$ cat src/rtl/drv_audio_i2s_rx_pkg.sv
// Shared audio types for the codec serial interfaces.
package pkg_audio;

  localparam int unsigned p_audio_width = 16;

  typedef logic [p_audio_width-1:0] t_sample;

  typedef enum logic {
    CH_LEFT  = 1'b0,
    CH_RIGHT = 1'b1
  } t_chan;

  typedef enum logic [1:0] {
    IDLE,
    SKIP,
    SHIFT,
    HOLD
  } t_i2s_rx_st;

endpackage

$ cat src/rtl/drv_audio_i2s_rx_sync.sv
// Multi-flop synchroniser for one asynchronous pin, with rising- or any-edge strobe
// taken against the registered previous synchronised value.
module drv_audio_i2s_sync #(
  parameter int unsigned p_stages   = 2,
  parameter bit          p_any_edge = 1'b0
) (
  input  logic i_clk,
  input  logic i_rst,
  input  logic i_d,
  output logic o_q,
  output logic o_edge
);

  logic [p_stages-1:0] chain_q, chain_d;
  logic                prev_q, prev_d;

  always_comb begin
    chain_d = {chain_q[p_stages-2:0], i_d};
    prev_d  = chain_q[p_stages-1];
    o_q     = chain_q[p_stages-1];
    o_edge  = p_any_edge ? (chain_q[p_stages-1] ^ prev_q)
                         : (chain_q[p_stages-1] & ~prev_q);
  end

  always_ff @(posedge i_clk or negedge i_rst) begin
    if (!i_rst) begin
      chain_q <= '0;
      prev_q  <= 1'b0;
    end else begin
      chain_q <= chain_d;
      prev_q  <= prev_d;
    end
  end

endmodule

$ cat src/rtl/drv_audio_i2s_rx.sv
// I2S receiver: codec-mastered BCLK/LRCK/DAT into {left,right} pairs with a one-cycle strobe.
// Define DRV_AUDIO_I2S_RX_LJ_EN for left-justified framing (no 1-bit delay, LRCK=1 is left).
module drv_audio_i2s_rx
  import pkg_audio::*;
#(
  parameter int unsigned p_width       = p_audio_width,
  parameter int unsigned p_sync_stages = 2
) (
  input  logic                    i_clk,
  input  logic                    i_rst,
  input  logic                    i_bclk,
  input  logic                    i_lrck,
  input  logic                    i_dat,
  output logic [1:0][p_width-1:0] o_dat,
  output logic                    o_req,
  output logic                    o_err
);

`ifdef DRV_AUDIO_I2S_RX_LJ_EN
  localparam logic c_lj = 1'b1;
`else
  localparam logic c_lj = 1'b0;
`endif

  localparam int unsigned     c_cw   = (p_width > 1) ? $clog2(p_width) : 1;
  localparam logic [c_cw-1:0] c_last = c_cw'(p_width - 1);

  logic bclk_s_unused, bclk_rise;
  logic lrck_s, lrck_chg;
  logic dat_s, dat_edge_unused;

  drv_audio_i2s_sync #(.p_stages(p_sync_stages), .p_any_edge(1'b0)) u_sync_bclk (
    .i_clk(i_clk), .i_rst(i_rst), .i_d(i_bclk), .o_q(bclk_s_unused), .o_edge(bclk_rise)
  );
  drv_audio_i2s_sync #(.p_stages(p_sync_stages), .p_any_edge(1'b1)) u_sync_lrck (
    .i_clk(i_clk), .i_rst(i_rst), .i_d(i_lrck), .o_q(lrck_s), .o_edge(lrck_chg)
  );
  drv_audio_i2s_sync #(.p_stages(p_sync_stages), .p_any_edge(1'b0)) u_sync_dat (
    .i_clk(i_clk), .i_rst(i_rst), .i_d(i_dat), .o_q(dat_s), .o_edge(dat_edge_unused)
  );

  t_i2s_rx_st                state_q, state_d;
  logic [c_cw-1:0]           cnt_q, cnt_d;
  logic [p_width-1:0]        shreg_q, shreg_d;
  t_chan                     chan_q, chan_d;
  logic                      last_q, last_d;
  logic                      lval_q, lval_d;
  logic [p_width-1:0]        left_q, left_d, right_q, right_d;
  logic                      pair_q, pair_d;
  logic [1:0][p_width-1:0]   o_dat_q, o_dat_d;
  logic                      o_req_q, o_req_d, o_err_q, o_err_d;
  logic [p_width-1:0]        word;
  t_chan                     lr_chan;
  logic                      word_done, legit_chg;
  t_i2s_rx_st                restart_st;

  always_comb begin
    word       = (shreg_q << 1) | p_width'(dat_s);
    lr_chan    = t_chan'(lrck_s ^ c_lj);
    word_done  = (cnt_q == c_last);
    // In I2S an LRCK change one bit before the end is normal: the final bit is the delay slot
    legit_chg  = !c_lj && word_done;
    restart_st = c_lj ? SHIFT : SKIP;
  end

  always_ff @(posedge i_clk or negedge i_rst) begin
    if (!i_rst) state_q <= IDLE;
    else        state_q <= state_d;
  end

  always_comb begin
    state_d = state_q;
    case (state_q)
      IDLE, HOLD: if (lrck_chg) state_d = restart_st;
      SKIP:       if (bclk_rise) state_d = SHIFT;
      SHIFT: begin
        if (bclk_rise) begin
          if (word_done) state_d = last_q ? SHIFT : HOLD;
        end else if (lrck_chg && !legit_chg) begin
          state_d = restart_st;
        end
      end
      default:    state_d = IDLE;
    endcase
  end

  always_comb begin
    cnt_d   = cnt_q;
    shreg_d = shreg_q;
    chan_d  = chan_q;
    last_d  = last_q;
    lval_d  = lval_q;
    left_d  = left_q;
    right_d = right_q;
    pair_d  = 1'b0;
    o_err_d = 1'b0;
    o_req_d = pair_q;
    o_dat_d = pair_q ? {right_q, left_q} : o_dat_q;
    case (state_q)
      IDLE, HOLD: begin
        if (lrck_chg) begin
          cnt_d  = '0;
          chan_d = lr_chan;
          last_d = 1'b0;
        end
      end
      SKIP: begin
        if (bclk_rise) begin
          cnt_d  = '0;
          chan_d = lr_chan;
        end
      end
      SHIFT: begin
        if (bclk_rise) begin
          shreg_d = word;
          if (word_done) begin
            if (chan_q == CH_LEFT) begin
              left_d = word;
              lval_d = 1'b1;
            end else begin
              if (lval_q) begin
                right_d = word;
                pair_d  = 1'b1;
              end
              lval_d = 1'b0;
            end
            // The bit just taken doubled as the next word's delay slot
            if (last_q) begin
              cnt_d  = '0;
              chan_d = lr_chan;
              last_d = 1'b0;
            end
          end else begin
            cnt_d = cnt_q + 1'b1;
          end
        end else if (lrck_chg) begin
          if (legit_chg) begin
            last_d = 1'b1;
          end else begin
            o_err_d = 1'b1;
            lval_d  = 1'b0;
            cnt_d   = '0;
            chan_d  = lr_chan;
          end
        end
      end
      default: ;
    endcase
  end

  always_ff @(posedge i_clk or negedge i_rst) begin
    if (!i_rst) begin
      cnt_q   <= '0;
      shreg_q <= '0;
      chan_q  <= CH_LEFT;
      last_q  <= 1'b0;
      lval_q  <= 1'b0;
      left_q  <= '0;
      right_q <= '0;
      pair_q  <= 1'b0;
      o_dat_q <= '0;
      o_req_q <= 1'b0;
      o_err_q <= 1'b0;
    end else begin
      cnt_q   <= cnt_d;
      shreg_q <= shreg_d;
      chan_q  <= chan_d;
      last_q  <= last_d;
      lval_q  <= lval_d;
      left_q  <= left_d;
      right_q <= right_d;
      pair_q  <= pair_d;
      o_dat_q <= o_dat_d;
      o_req_q <= o_req_d;
      o_err_q <= o_err_d;
    end
  end

  assign o_dat = o_dat_q;
  assign o_req = o_req_q;
  assign o_err = o_err_q;

endmodule

$ cat config.mk
export PLATFORM = sky130hd
export DESIGN_NAME = drv_audio_i2s_rx
export DESIGN_NICKNAME = d
export VERILOG_FILES = /design/src/rtl/drv_audio_i2s_rx_pkg.sv /design/src/rtl/drv_audio_i2s_rx_sync.sv /design/src/rtl/drv_audio_i2s_rx.sv
export SDC_FILE = /design/constraint.sdc
export NUM_CORES = 1
export LEC_CHECK = 0
export CAP_MARGIN = 20
export CELL_PAD_IN_SITES_DETAIL_PLACEMENT = 1
export CELL_PAD_IN_SITES_GLOBAL_PLACEMENT = 2
export CORE_MARGIN = 10
export CORE_UTILIZATION = 44
export DETAILED_ROUTE_END_ITERATION = 16
export PLACE_DENSITY = 0.83
export SLEW_MARGIN = 20
export SYNTH_ARGS = -nofsm -noshare
export SYNTH_HDL_FRONTEND = slang
export SYNTH_SLANG_ARGS = --single-unit
$ cat constraint.sdc
create_clock -name i_clk -period 5.41 [get_ports i_clk]
set_input_delay 1.082 -clock i_clk [delete_from_list [all_inputs] [get_ports i_clk]]
set_output_delay 1.082 -clock i_clk [all_outputs]
set_load 0.02 [all_outputs]
=== Word level (Yosys, flattened, before mapping) ===
Cells that the tools add are included.

* Multiplexer cells: 43
* Reductions and logical operators: 14
* Bitwise logic cells: 5
* Equality and inequality tests: 15
* Add/subtract/negate cells: 1

{| class="wikitable"
|+ Operator list
! operator !! number
|-
| $mux W4 || 7
|-
| $mux W1 || 27
|-
| $ne A3 B3 Y1 const B || 6
|-
| $or A16 B1 Y16 || 1
|-
| $reduce_and A4 Y1 || 4
|-
| $pmux W4 S3 || 1
|-
| $mux W2 || 5
|-
| $reduce_and A5 Y1 || 2
|-
| $ne A2 B2 Y1 const B || 4
|-
| $pmux W2 S3 || 1
|-
| $reduce_and A6 Y1 || 1
|-
| $add A4 B1 Y4 const B || 1
|-
| $eq A2 B2 Y1 const B || 2
|-
| $eq A4 B4 Y1 const B || 1
|-
| $reduce_bool A2 Y1 || 2
|-
| $pmux W1 S3 || 1
|-
| $eq A2 B1 Y1 const B || 1
|-
| $logic_not A2 Y1 || 1
|-
| $ne A2 B1 Y1 const B || 1
|-
| $not A1 Y1 || 2
|-
| $pmux W1 S2 || 1
|-
| $reduce_and A2 Y1 || 1
|-
| $reduce_or A2 Y1 || 1
|-
| $and A1 B1 Y1 || 1
|-
| 3 further kinds || 3
|}

* Word-level logic and storage cells: 96
* Input port bits: 5
* Register bits after elaboration: 99

=== Longest topological paths before layout ===
Gate-level depths: netlist of run 1.

* Depth after elaboration: 6
* Mapped depth: 8
* Depth with buffers taken out: 6

=== Modules after synthesis ===
Synthesis of run 1 repeated with hierarchy kept, for this count alone.

* Cell total of the unflattened synthesis: 250
* Area total of the unflattened synthesis: 3927.5 um2

{| class="wikitable"
|+ Modules (own cells, without submodules)
! module !! area each (um2) !! sequential area each (um2) !! cells each !! times used
|-
| drv_audio_i2s_rx || 3666.0 || 2277.2 || 238 || 1
|-
| drv_audio_i2s_sync (u_sync_bclk ...) || 88.8 || 75.1 || 4 || 2
|-
| drv_audio_i2s_sync (u_sync_lrck) || 83.8 || 75.1 || 4 || 1
|}

=== Worst setup path after synthesis of run 1 ===
Ideal clock, no wire load.

* Kind: register to register
* Start point: register cnt_q[0]
* End point: register chan_q
* Data arrival time: 1.740 ns
* Setup time: 0.128 ns
* Path slack: 3.543 ns
* Cell stages (with the launch flop): 7
* Path through: dfrtp_1 -> ha_1 -> and3_1 -> buf_6 -> mux2_1 -> a221oi_2 -> mux2_1

* Word-level cells in the longest chain between the ends: 3

{| class="wikitable"
|+ Ends and longest elaborated chain
! what !! RTL line !! RTL
|-
| from (decl) || drv_audio_i2s_rx.sv:43 || <nowiki>logic [c_cw-1:0] cnt_q, cnt_d;</nowiki>
|-
| from (signal assigned) || drv_audio_i2s_rx.sv:165 || <nowiki>cnt_q <= cnt_d;</nowiki>
|-
| $eq A4 B4 Y1 (*) || drv_audio_i2s_rx.sv:60 || <nowiki>word_done = (cnt_q == c_last);</nowiki>
|-
| $ne A3 B3 Y1 (no source line) || n/a ||
|-
| $reduce_and A6 Y1 (no source line) (*) || n/a ||
|-
| to (signal assigned) || drv_audio_i2s_rx.sv:167 || <nowiki>chan_q <= chan_d;</nowiki>
|-
| to (decl) || drv_audio_i2s_rx.sv:45 || <nowiki>t_chan chan_q, chan_d;</nowiki>
|}

Every way passes the cells marked *; elsewhere a longest branch is shown, timed or not.
A chain may end at the register's enable or synchronous reset.

=== Worst setup path in the final report of run 1 ===
* Start point: register o_dat_q (netlist bit o_dat[20])
* End point: output o_dat[20] (netlist bit)

{| class="wikitable"
|+ RTL lines
! what !! RTL line !! RTL
|-
| from (decl) || drv_audio_i2s_rx.sv:50 || <nowiki>logic [1:0][p_width-1:0] o_dat_q, o_dat_d;</nowiki>
|-
| from (signal assigned) || drv_audio_i2s_rx.sv:173 || <nowiki>o_dat_q <= o_dat_d;</nowiki>
|-
| to (decl) || drv_audio_i2s_rx.sv:14 || <nowiki>output logic [1:0][p_width-1:0] o_dat,</nowiki>
|}

No word-level cell between the ends.

==> results of run 1 <==
-- registers in the layout, summed over array words and instances, names as in the netlist --
register / cells
o_err: 1
cnt_q: 4
u_sync_lrck.chain_q: 2
last_q: 1
u_sync_bclk.chain_q: 2
left_q: 16
chan_q: 1
o_dat: 32
lval_q: 1
state_q: 2
right_q: 16
u_sync_lrck.prev_q: 1
o_req_d: 1
o_req: 1
u_sync_bclk.prev_q: 1
shreg_q: 15
u_sync_dat.chain_q: 2
-- worst max path at each step --
| stage | depth (start not counted) | slack (ns) | start | to |
|---|---|---|---|---|
| floorplan | 6 | 3.54 | cnt_q[0]$_DFFE_PN0P_ | chan_q$_DFFE_PN0P_ |
| global placement | 5 | 3.07 | cnt_q[0]$_DFFE_PN0P_ | left_q[15]$_DFFE_PN0P_ |
| detailed placement | 6 | 2.96 | state_q[0]$_DFFE_PN0P_ | cnt_q[3]$_DFFE_PN0P_ |
| CTS | 1 | 2.91 | o_dat[30]$_DFFE_PN0P_ | o_dat[30] |
| global route | 6 | 2.64 | state_q[0]$_DFFE_PN0P_ | cnt_q[3]$_DFFE_PN0P_ |
| finish | 1 | 2.94 | o_dat[20]$_DFFE_PN0P_ | o_dat[20] |
-- metrics by stage --
| stage | total power [W] | hold WS, ns | util (%) | setup WS, ns | cells |
|---|---|---|---|---|---|
| after floorplan | 0.000939 | 0.331 | - | 3.54 | 245 |
| after global placement | 0.000985 | 0.334 | 50.4 | 3.07 | 381 |
| after detailed placement | 0.000993 | 0.337 | 50.4 | 2.96 | 381 |
| after CTS | 0.00143 | 0.359 | 52.4 | 2.91 | 397 |
| after global routing | 0.00149 | 0.362 | 52.4 | 2.64 | 397 |
| final | 0.00141 | 0.346 | 52.4 | 2.94 | 397 |
-- metal layers --
metal  part of all wire, %  up-vias  wire (µm)  global-route usage (%)
met5                     0        -          0                       0
met4                   2.2        0        156                    6.19
met3                   4.9       13        344                    3.13
met2                    47       36       3320                    17.3
met1                    46     1058       3200                    14.4
li1                      -      951          -                       -
-- cell type report --
type                       instances  area, µm²  area share, %
clock buffer                      10        128           2.78
sequential                        99       2480           53.9
multi-input combinational        129       1390           30.3
timing repair buffer              40        393           8.55
inverter                           5       18.8          0.409
clock inverter                     6       51.3           1.12
tap                              108        135           2.94
-- cell usage after synthesis, drive strengths merged --
| master | count |
|---|---|
| nor3b | 2 |
| nand2b | 1 |
| o21ai | 1 |
| nor2b | 2 |
| a22oi | 1 |
| mux2i | 1 |
| nor3 | 2 |
| o2bb2ai | 1 |
| clkbuf | 1 |
| and3 | 3 |
| a22o | 4 |
| a21o | 1 |
| buf | 11 |
| nand2 | 2 |
| o31ai | 1 |
| a221oi | 3 |
| dfrtp | 99 |
| a21oi | 3 |
| inv | 5 |
| xnor2 | 2 |
| a221o | 1 |
| nor4b | 1 |
| nand3b | 2 |
| nor2 | 5 |
| ha | 3 |
| nand3 | 3 |
| mux2 | 84 |
-- logic make-up (layout without fill, tap and decap cells) --
kind of cell | after synthesis | in the layout | synth area share [%]
AO/OA/AOI/OAI | 16 | 16 | 3.52
XOR/XNOR | 2 | 2 | 0.629
adder cells (fa/ha/maj) | 3 | 3 | 0.943
buffers and inverters | 17 | 61 | 2.86
flip-flops | 99 | 99 | 62.2
multiplexers | 85 | 85 | 25.8
AND/OR/NAND/NOR | 23 | 23 | 4.02
-- report_power, final --
part / switching [W] / total [W] / internal [W]
clock network: 0.000263 / 0.000435 / 0.000172
registers: 0.0000270 / 0.000793 / 0.000766
logic: 0.000102 / 0.000182 / 0.0000801
==> flow_metrics.tcl, run 1 <==
set metrics [dict create \
    drv_cap 0 \
    num_vias 2058 \
    clock-root-buffer "clkbuf_8" \
    setup_tns_ns 0 \
    finalInstanceArea_um2 4590 \
    maxSlewHeadroom_pct 33.2 \
    floorplan.rows 34 \
    yosys-top-cells-area "dfrtp_1, mux2_2, mux2_4" \
    peakVddDrop_v 0.000130 \
    fp.dieW_um 115 \
    crit_fanout 2 \
    first_global_vias 2298 \
    via_per_inst 5.18 \
    critPathBufInv 1 \
    drt_iter0_markers 53 \
    cp-end-kind "output port" \
    timing_worst_setup_path_type "flip-flop to output port" \
    arrival_ns 1.39 \
    core_um2 8760 \
    fmax_ghz 0.405 \
    fin_crit_sh_pct 45.7 \
    drc 0 \
    rsz0062_at_grt "false" \
    grt_pass1_wl_mm 11.9 \
    dieArea_um2 13300 \
    hpwlAfterDp_mm 4.69 \
    cpPeakStageDelay_ns 0.63 \
    cts_buffers 9 \
    yosys.area.top_type "dfrtp_1" \
    hold_violations 0 \
    die_h_um 115 \
    rrSetupSlack_ns 2.94 \
    antenna_found_initial 0 \
    clockBufferDepth 2 \
    hold_buffers 0 \
    tritoncts "built" \
    drive_gt1_share_pct 33.6 \
    ys_ff_latch 99 \
    yosysTopAreaCellShare_pct 62.2 \
    post_cts_resized 0 \
    antenna_cells 0 \
    syn_to_final_growth_pct 15.4 \
    htreeDepth 3 \
    nNetsFinal 292 \
    drt_wl_total_mm 7.02 \
    synth_cells 245 \
    grt_max_degree 54 \
    min_path_type "flip-flop to flip-flop" \
    initial_core_util_pct 45.4 \
    fin_skew_ns 0.0149 \
    final_common_cell "dfrtp_1" \
    crit_path_start_kind "flip-flop" \
    drt_pre_antenna_iters 4 \
    holdCritStartpoint "u_sync_bclk.chain_q[0]$_DFF_PN0_" \
    r2r_start "state_q[0]$_DFFE_PN0P_" \
    hold_path_end "u_sync_bclk.chain_q[1]$_DFF_PN0_" \
    fill_cells 836 \
    clk_pin_slew_worst_paths_ns 0.10 \
    cts_setup_buffers 0 \
    synth_seq_area_share_pct 62.2 \
    postSynthAreaPerCell_um2 16.3 \
    r2r_end "cnt_q[3]$_DFFE_PN0P_" \
    r2r_cells 6 \
    grt_use_total_pct 11.4 \
    cp_top_family "buffers and inverters" \
    dpl-instance-area_um2 4410 \
    overflow 0 \
    gp_congestion 0.775 \
    crit_path_top_delay_cell "clkdlybuf4s50_1" \
    status "complete, no violations" \
    hold_path_depth 0 \
    cts.sinks 99 \
    final-max-slew-violation-count 0 \
    antenna_left 0 \
    leakagePower_nw 2.25 \
    crit_required_ns 4.33 \
    period_minus_slack_ns 2.47 \
    port_buffers 38 \
    wl_per_cell_um 17.7 \
    synth_cell_types 36 \
    crit_chain "clkdlybuf4s50_1" \
    setup_viol 0 \
    worstMarginPinSlew_ns 0.998 \
    clkLatencyLatePin_ns 0.38 \
    synth_nets 253 \
    cellPowerDensity_nw_per_um2 307 \
    syn_area_um2 3980 \
    ys_warn_count 0 \
    io_pins 39 \
    most-common-layout-cells "dfrtp_1, mux2_2, clkdlybuf4s50_1" \
]
Power figures use the tool's default switching activity.
==> run 2, diff against run 1 <==
--- a/config.mk
+++ b/config.mk
@@ -9,9 +9,9 @@
 export CELL_PAD_IN_SITES_DETAIL_PLACEMENT = 1
 export CELL_PAD_IN_SITES_GLOBAL_PLACEMENT = 2
 export CORE_MARGIN = 10
-export CORE_UTILIZATION = 44
+export CORE_UTILIZATION = 41
 export DETAILED_ROUTE_END_ITERATION = 16
-export PLACE_DENSITY = 0.83
+export PLACE_DENSITY = 0.78
 export SLEW_MARGIN = 20
 export SYNTH_ARGS = -nofsm -noshare
 export SYNTH_HDL_FRONTEND = slang
==> constraint.sdc (replaced) <==
create_clock -name i_clk -period 2.31 [get_ports i_clk]
set_input_delay 0.462 -clock i_clk [delete_from_list [all_inputs] [get_ports i_clk]]
set_output_delay 0.462 -clock i_clk [all_outputs]
set_load 0.02 [all_outputs]
==> flow_metrics.tcl, run 2 (synthesized netlist as in run 1, its figures left out) <==
set metrics [dict create \
    status "complete, no violations" \
    hpwlAfterDp_mm 4.65 \
    setup_viol 0 \
    worstMarginPinSlew_ns 0.544 \
    fin_crit_sh_pct 87.8 \
    antenna_left 0 \
    tritoncts "built" \
    rsz0062_at_grt "false" \
    multi_input_area_um2 1390 \
    clkLatencyLatePin_ns 0.37 \
    grt_pass1_wl_mm 11.8 \
    fp.dieW_um 119 \
    critPathMostFrequentCell "mux2_1" \
    largest_reg_flops 32 \
    timing_worst_setup_path_type "flip-flop to flip-flop" \
    cts.sinks 99 \
    leakagePower_nw 2.31 \
    post_cts_resized 0 \
    hold_violations 0 \
    maxSlewHeadroom_pct 63.7 \
    final-max-slew-violation-count 0 \
    period_minus_slack_ns 2.03 \
    finalInstanceArea_um2 4710 \
    io_pins 39 \
    wl_per_cell_um 16.2 \
    drive_gt1_share_pct 35.0 \
    port_buffers 38 \
    drc 0 \
    clkPwrFrac_pct 31.8 \
    crit_required_ns 2.56 \
    fin_skew_ns 0.0173 \
    register_area_um2 2480 \
    power.internal_w 0.00244 \
    first_global_vias 2286 \
    critPathBufInv 0 \
    clk_pin_slew_worst_paths_ns 0.11 \
    dieArea_um2 14100 \
    most-common-layout-cells "dfrtp_1, mux2_2, clkdlybuf4s50_1" \
    grt_max_degree 65 \
    drv_cap 0 \
    gp_congestion 0.737 \
    clockBufferDepth 2 \
    min_path_type "input port to asynchronous set/reset pin" \
    core_um2 9330 \
    fill_cells 909 \
    cellPowerDensity_nw_per_um2 715 \
    drt_iter0_markers 42 \
    clock-root-buffer "clkbuf_8" \
    initial_core_util_pct 42.7 \
    p_sw_w 0.000927 \
    cpPeakStageDelay_ns 0.40 \
    crit_path_top_delay_cell "dfrtp_1" \
    fmax_ghz 0.493 \
    overflow 0 \
    hold_ws_ns 0.0447 \
    setup_tns_ns 0 \
    crit_path_start_kind "flip-flop" \
    sequentialPowerShare_pct 55.1 \
    nNetsFinal 297 \
    crit_fanout 8 \
    crit_chain "ha_1 -> and3_1 -> mux2_1 -> a221oi_2 -> mux2_1" \
    antenna_found_initial 0 \
    via_per_inst 4.92 \
    p_comb_share_pct 13.1 \
    hold_buffers 0 \
    cp_top_family "multiplexers" \
    drt_pre_antenna_iters 4 \
    cp-end-kind "flip-flop" \
    cts_buffers 9 \
    dpl-instance-area_um2 4520 \
    peakVddDrop_v 0.000304 \
    cts_setup_buffers 0 \
    syn_to_final_growth_pct 18.2 \
    swShare_pct 27.6 \
    htreeDepth 3 \
    final_common_cell "dfrtp_1" \
    drt_wl_total_mm 6.85 \
    antenna_cells 0 \
    grt_use_total_pct 10.2 \
    die_h_um 119 \
    num_vias 2081 \
    arrival_ns 2.28 \
    floorplan.rows 35 \
]
## run 2: per-layer routing
layer	up-vias	wire, µm	global-route usage, %
met5	-	0	0
met4	0	112	4.58
met3	11	335	3.24
met2	37	3230	16.0
met1	1077	3170	12.6
li1	956	-	-
## run 2: worst paths after layout
path	startpoint	end	slack (ns)	cells past startpoint
hold reg to reg	u_sync_bclk.chain_q[0]$_DFF_PN0_	u_sync_bclk.chain_q[1]$_DFF_PN0_	0.36	0
hold / removal	i_rst	shreg_q[13]$_DFFE_PN0P_	0.04	1
setup reg to reg	cnt_q[0]$_DFFE_PN0P_	chan_q$_DFFE_PN0P_	0.28	5
setup / recovery	cnt_q[0]$_DFFE_PN0P_	chan_q$_DFFE_PN0P_	0.28	5
min in group i_clk	u_sync_bclk.chain_q[0]$_DFF_PN0_	u_sync_bclk.chain_q[1]$_DFF_PN0_	0.36	0
max in group asynchronous	i_rst	u_sync_bclk.chain_q[0]$_DFF_PN0_	1.58	2
## run 2: cell type report
| type | instances | share of cell area, % |
|---|---|---|
| clock buffer | 10 | 2.92 |
| clock inverter | 6 | 1.14 |
| inverter | 5 | 0.399 |
| multi-input combinational | 129 | 29.5 |
| sequential | 99 | 52.6 |
| tap | 129 | 3.43 |
| timing repair buffer | 45 | 9.94 |
## run 2: power by group through the flow
stage	Combinational [W]	Clock [W]	Sequential (W)
4_1_cts	0.000452	0.00112	0.00186
5_1_grt	0.000498	0.00120	0.00187
2_1_floorplan	0.000322	0	0.00188
3_3_place_gp	0.000438	0	0.00189
6_report	0.000439	0.00107	0.00186
3_5_place_dp	0.000448	0	0.00189
## run 2: stage by stage
step	std cells	util (%)	power (W)	worst slack, ns
after floorplan	245	-	0.00220	0.443
after global placement	407	48.4	0.00233	0.363
after detailed placement	407	48.4	0.00234	0.259
after CTS	423	50.5	0.00343	0.268
after global routing	423	50.5	0.00356	0.173
final	423	50.5	0.00336	0.282
==> run 3, diff against run 2 <==
--- a/config.mk
+++ b/config.mk
@@ -8,10 +8,12 @@
 export CAP_MARGIN = 20
 export CELL_PAD_IN_SITES_DETAIL_PLACEMENT = 1
 export CELL_PAD_IN_SITES_GLOBAL_PLACEMENT = 2
+export CORE_ASPECT_RATIO = 1.25
 export CORE_MARGIN = 10
 export CORE_UTILIZATION = 41
 export DETAILED_ROUTE_END_ITERATION = 16
 export PLACE_DENSITY = 0.78
+export REMOVE_ABC_BUFFERS = 1
 export SLEW_MARGIN = 20
 export SYNTH_ARGS = -nofsm -noshare
 export SYNTH_HDL_FRONTEND = slang
==> flow_metrics.tcl, run 3 (synthesized netlist as in run 1, its figures left out) <==
set metrics [dict create \
    wl_per_cell_um 16.8 \
    cts.sinks 99 \
    period_minus_slack_ns 2.13 \
    overflow 0 \
    arrival_ns 2.35 \
    crit_chain "ha_1 -> and3_1 -> and3_4 -> nor2b_4 -> buf_12 -> mux2_1" \
    clock-root-buffer "clkbuf_16" \
    finalInstanceArea_um2 4820 \
    hpwlAfterDp_mm 4.80 \
    post_cts_resized 0 \
    cts_setup_buffers 0 \
    nNetsFinal 297 \
    dpl-instance-area_um2 4510 \
    tritoncts "built" \
    fmax_ghz 0.469 \
    most-common-layout-cells "dfrtp_1, mux2_2, clkdlybuf4s50_1" \
    rsz0062_at_grt "false" \
    setup_viol 0 \
    total_power_w 0.00384 \
    core_um2 9560 \
    grt_max_degree 46 \
    worstSetupPathDepth 6 \
    die_h_um 130 \
    clkLatencyLatePin_ns 0.34 \
    clockBufferDepth 2 \
    drc 0 \
    final-max-slew-violation-count 0 \
    drv_cap 0 \
    timing_worst_setup_path_type "flip-flop to flip-flop" \
    hold_violations 0 \
    gp_congestion 0.734 \
    antenna_left 0 \
    r2r_cells 6 \
    fp.dieW_um 108 \
    first_global_vias 2261 \
    drt_pre_antenna_iters 4 \
    fin_skew_ns 0.00810 \
    peakVddDrop_v 0.000491 \
    syn_to_final_growth_pct 21.2 \
    drive_gt1_share_pct 35.0 \
    cp_top_family "simple AND/OR/NAND/NOR gates" \
    fin_crit_sh_pct 92.3 \
    maxSlewHeadroom_pct 60.7 \
    cts_buffers 9 \
    grt_pass1_wl_mm 11.8 \
    critPathBufInv 1 \
    status "complete, no violations" \
    io_pins 39 \
    drt_iter0_markers 71 \
    register_area_um2 2480 \
    clk_pin_slew_worst_paths_ns 0.07 \
    crit_path_start_kind "flip-flop" \
    setup_tns_ns 0 \
    crit_fanout 16 \
    min_path_type "input port to asynchronous set/reset pin" \
    cpPeakStageDelay_ns 0.41 \
    dieArea_um2 14100 \
    antenna_found_initial 0 \
    crit_required_ns 2.53 \
    floorplan.rows 40 \
    final_common_cell "dfrtp_1" \
    drt_wl_total_mm 7.04 \
    port_buffers 38 \
    htreeDepth 3 \
    cellPowerDensity_nw_per_um2 795 \
    initial_core_util_pct 41.6 \
    crit_path_top_delay_cell "and3_1" \
    multi_input_area_um2 1390 \
    grt_use_total_pct 10.6 \
    hold_buffers 0 \
    leakagePower_nw 2.35 \
    fill_cells 928 \
    largest_reg_flops 32 \
    worstMarginPinSlew_ns 0.590 \
    cp-end-kind "flip-flop" \
    antenna_cells 0 \
    via_per_inst 4.99 \
    num_vias 2097 \
]
[run 3: cell types whose count changed in the layout (fill, tap and decap cells not counted)]
| cell | change |
|---|---|
| clkinvlp_4 | +1 |
| clkinv_4 | +1 |
| clkbuf_8 | -9 |
| clkbuf_16 | +9 |
| bufinv_16 | +1 |
| inv_6 | -3 |
[run 3: worst reg2reg max path: stages, from the launching register on]
cell	delay, ns
dfrtp_1	0.39
ha_1	0.20
and3_1	0.41
and3_4	0.29
nor2b_4	0.17
buf_12	0.18
mux2_1	0.37
[run 3: worst paths after layout]
check	startpoint	to	slack, ns
max	cnt_q[0]$_DFFE_PN0P_	left_q[4]$_DFFE_PN0P_	0.18
min	i_rst	o_dat[31]$_DFFE_PN0P_	0.12
max reg2reg	cnt_q[0]$_DFFE_PN0P_	left_q[4]$_DFFE_PN0P_	0.18
min reg2reg	u_sync_lrck.chain_q[0]$_DFF_PN0_	u_sync_lrck.chain_q[1]$_DFF_PN0_	0.35
max in group asynchronous	i_rst	state_q[0]$_DFFE_PN0P_	1.56
min in group i_clk	u_sync_lrck.chain_q[0]$_DFF_PN0_	u_sync_lrck.chain_q[1]$_DFF_PN0_	0.35
[run 3: final cells by class]
cell class,count,area share (%)
Tap cell,126,3.27
Clock inverter,6,1.53
Multi-Input combinational cell,129,28.8
Clock buffer,10,4.95
Timing Repair Buffer,45,9.70
Sequential cell,99,51.3
Inverter,5,0.389
[run 3: through the flow]
stage / instances / hold WS, ns / util (%) / setup slack [ns]
after global placement: 404 / 0.333 / 47.2 / 0.301
after global routing: 420 / 0.157 / 50.5 / 0.0739
after floorplan: 233 / 0.166 / - / 0.257
after CTS: 420 / 0.146 / 50.5 / 0.176
final: 420 / 0.117 / 50.5 / 0.179
after detailed placement: 404 / 0.337 / 47.2 / 0.202
[run 3: per-layer routing]
layer,up-vias,wire (µm),track usage [%]
met1,1082,3040,12.7
met3,9,439,4.05
met5,-,0,0
li1,965,-,-
met2,41,3470,17.0
met4,0,95,3.78
[run 3: report_power, final]
group	switching (W)	internal, W
logic	0.000239	0.000198
clock network	0.000656	0.000880
registers	0.0000660	0.00180
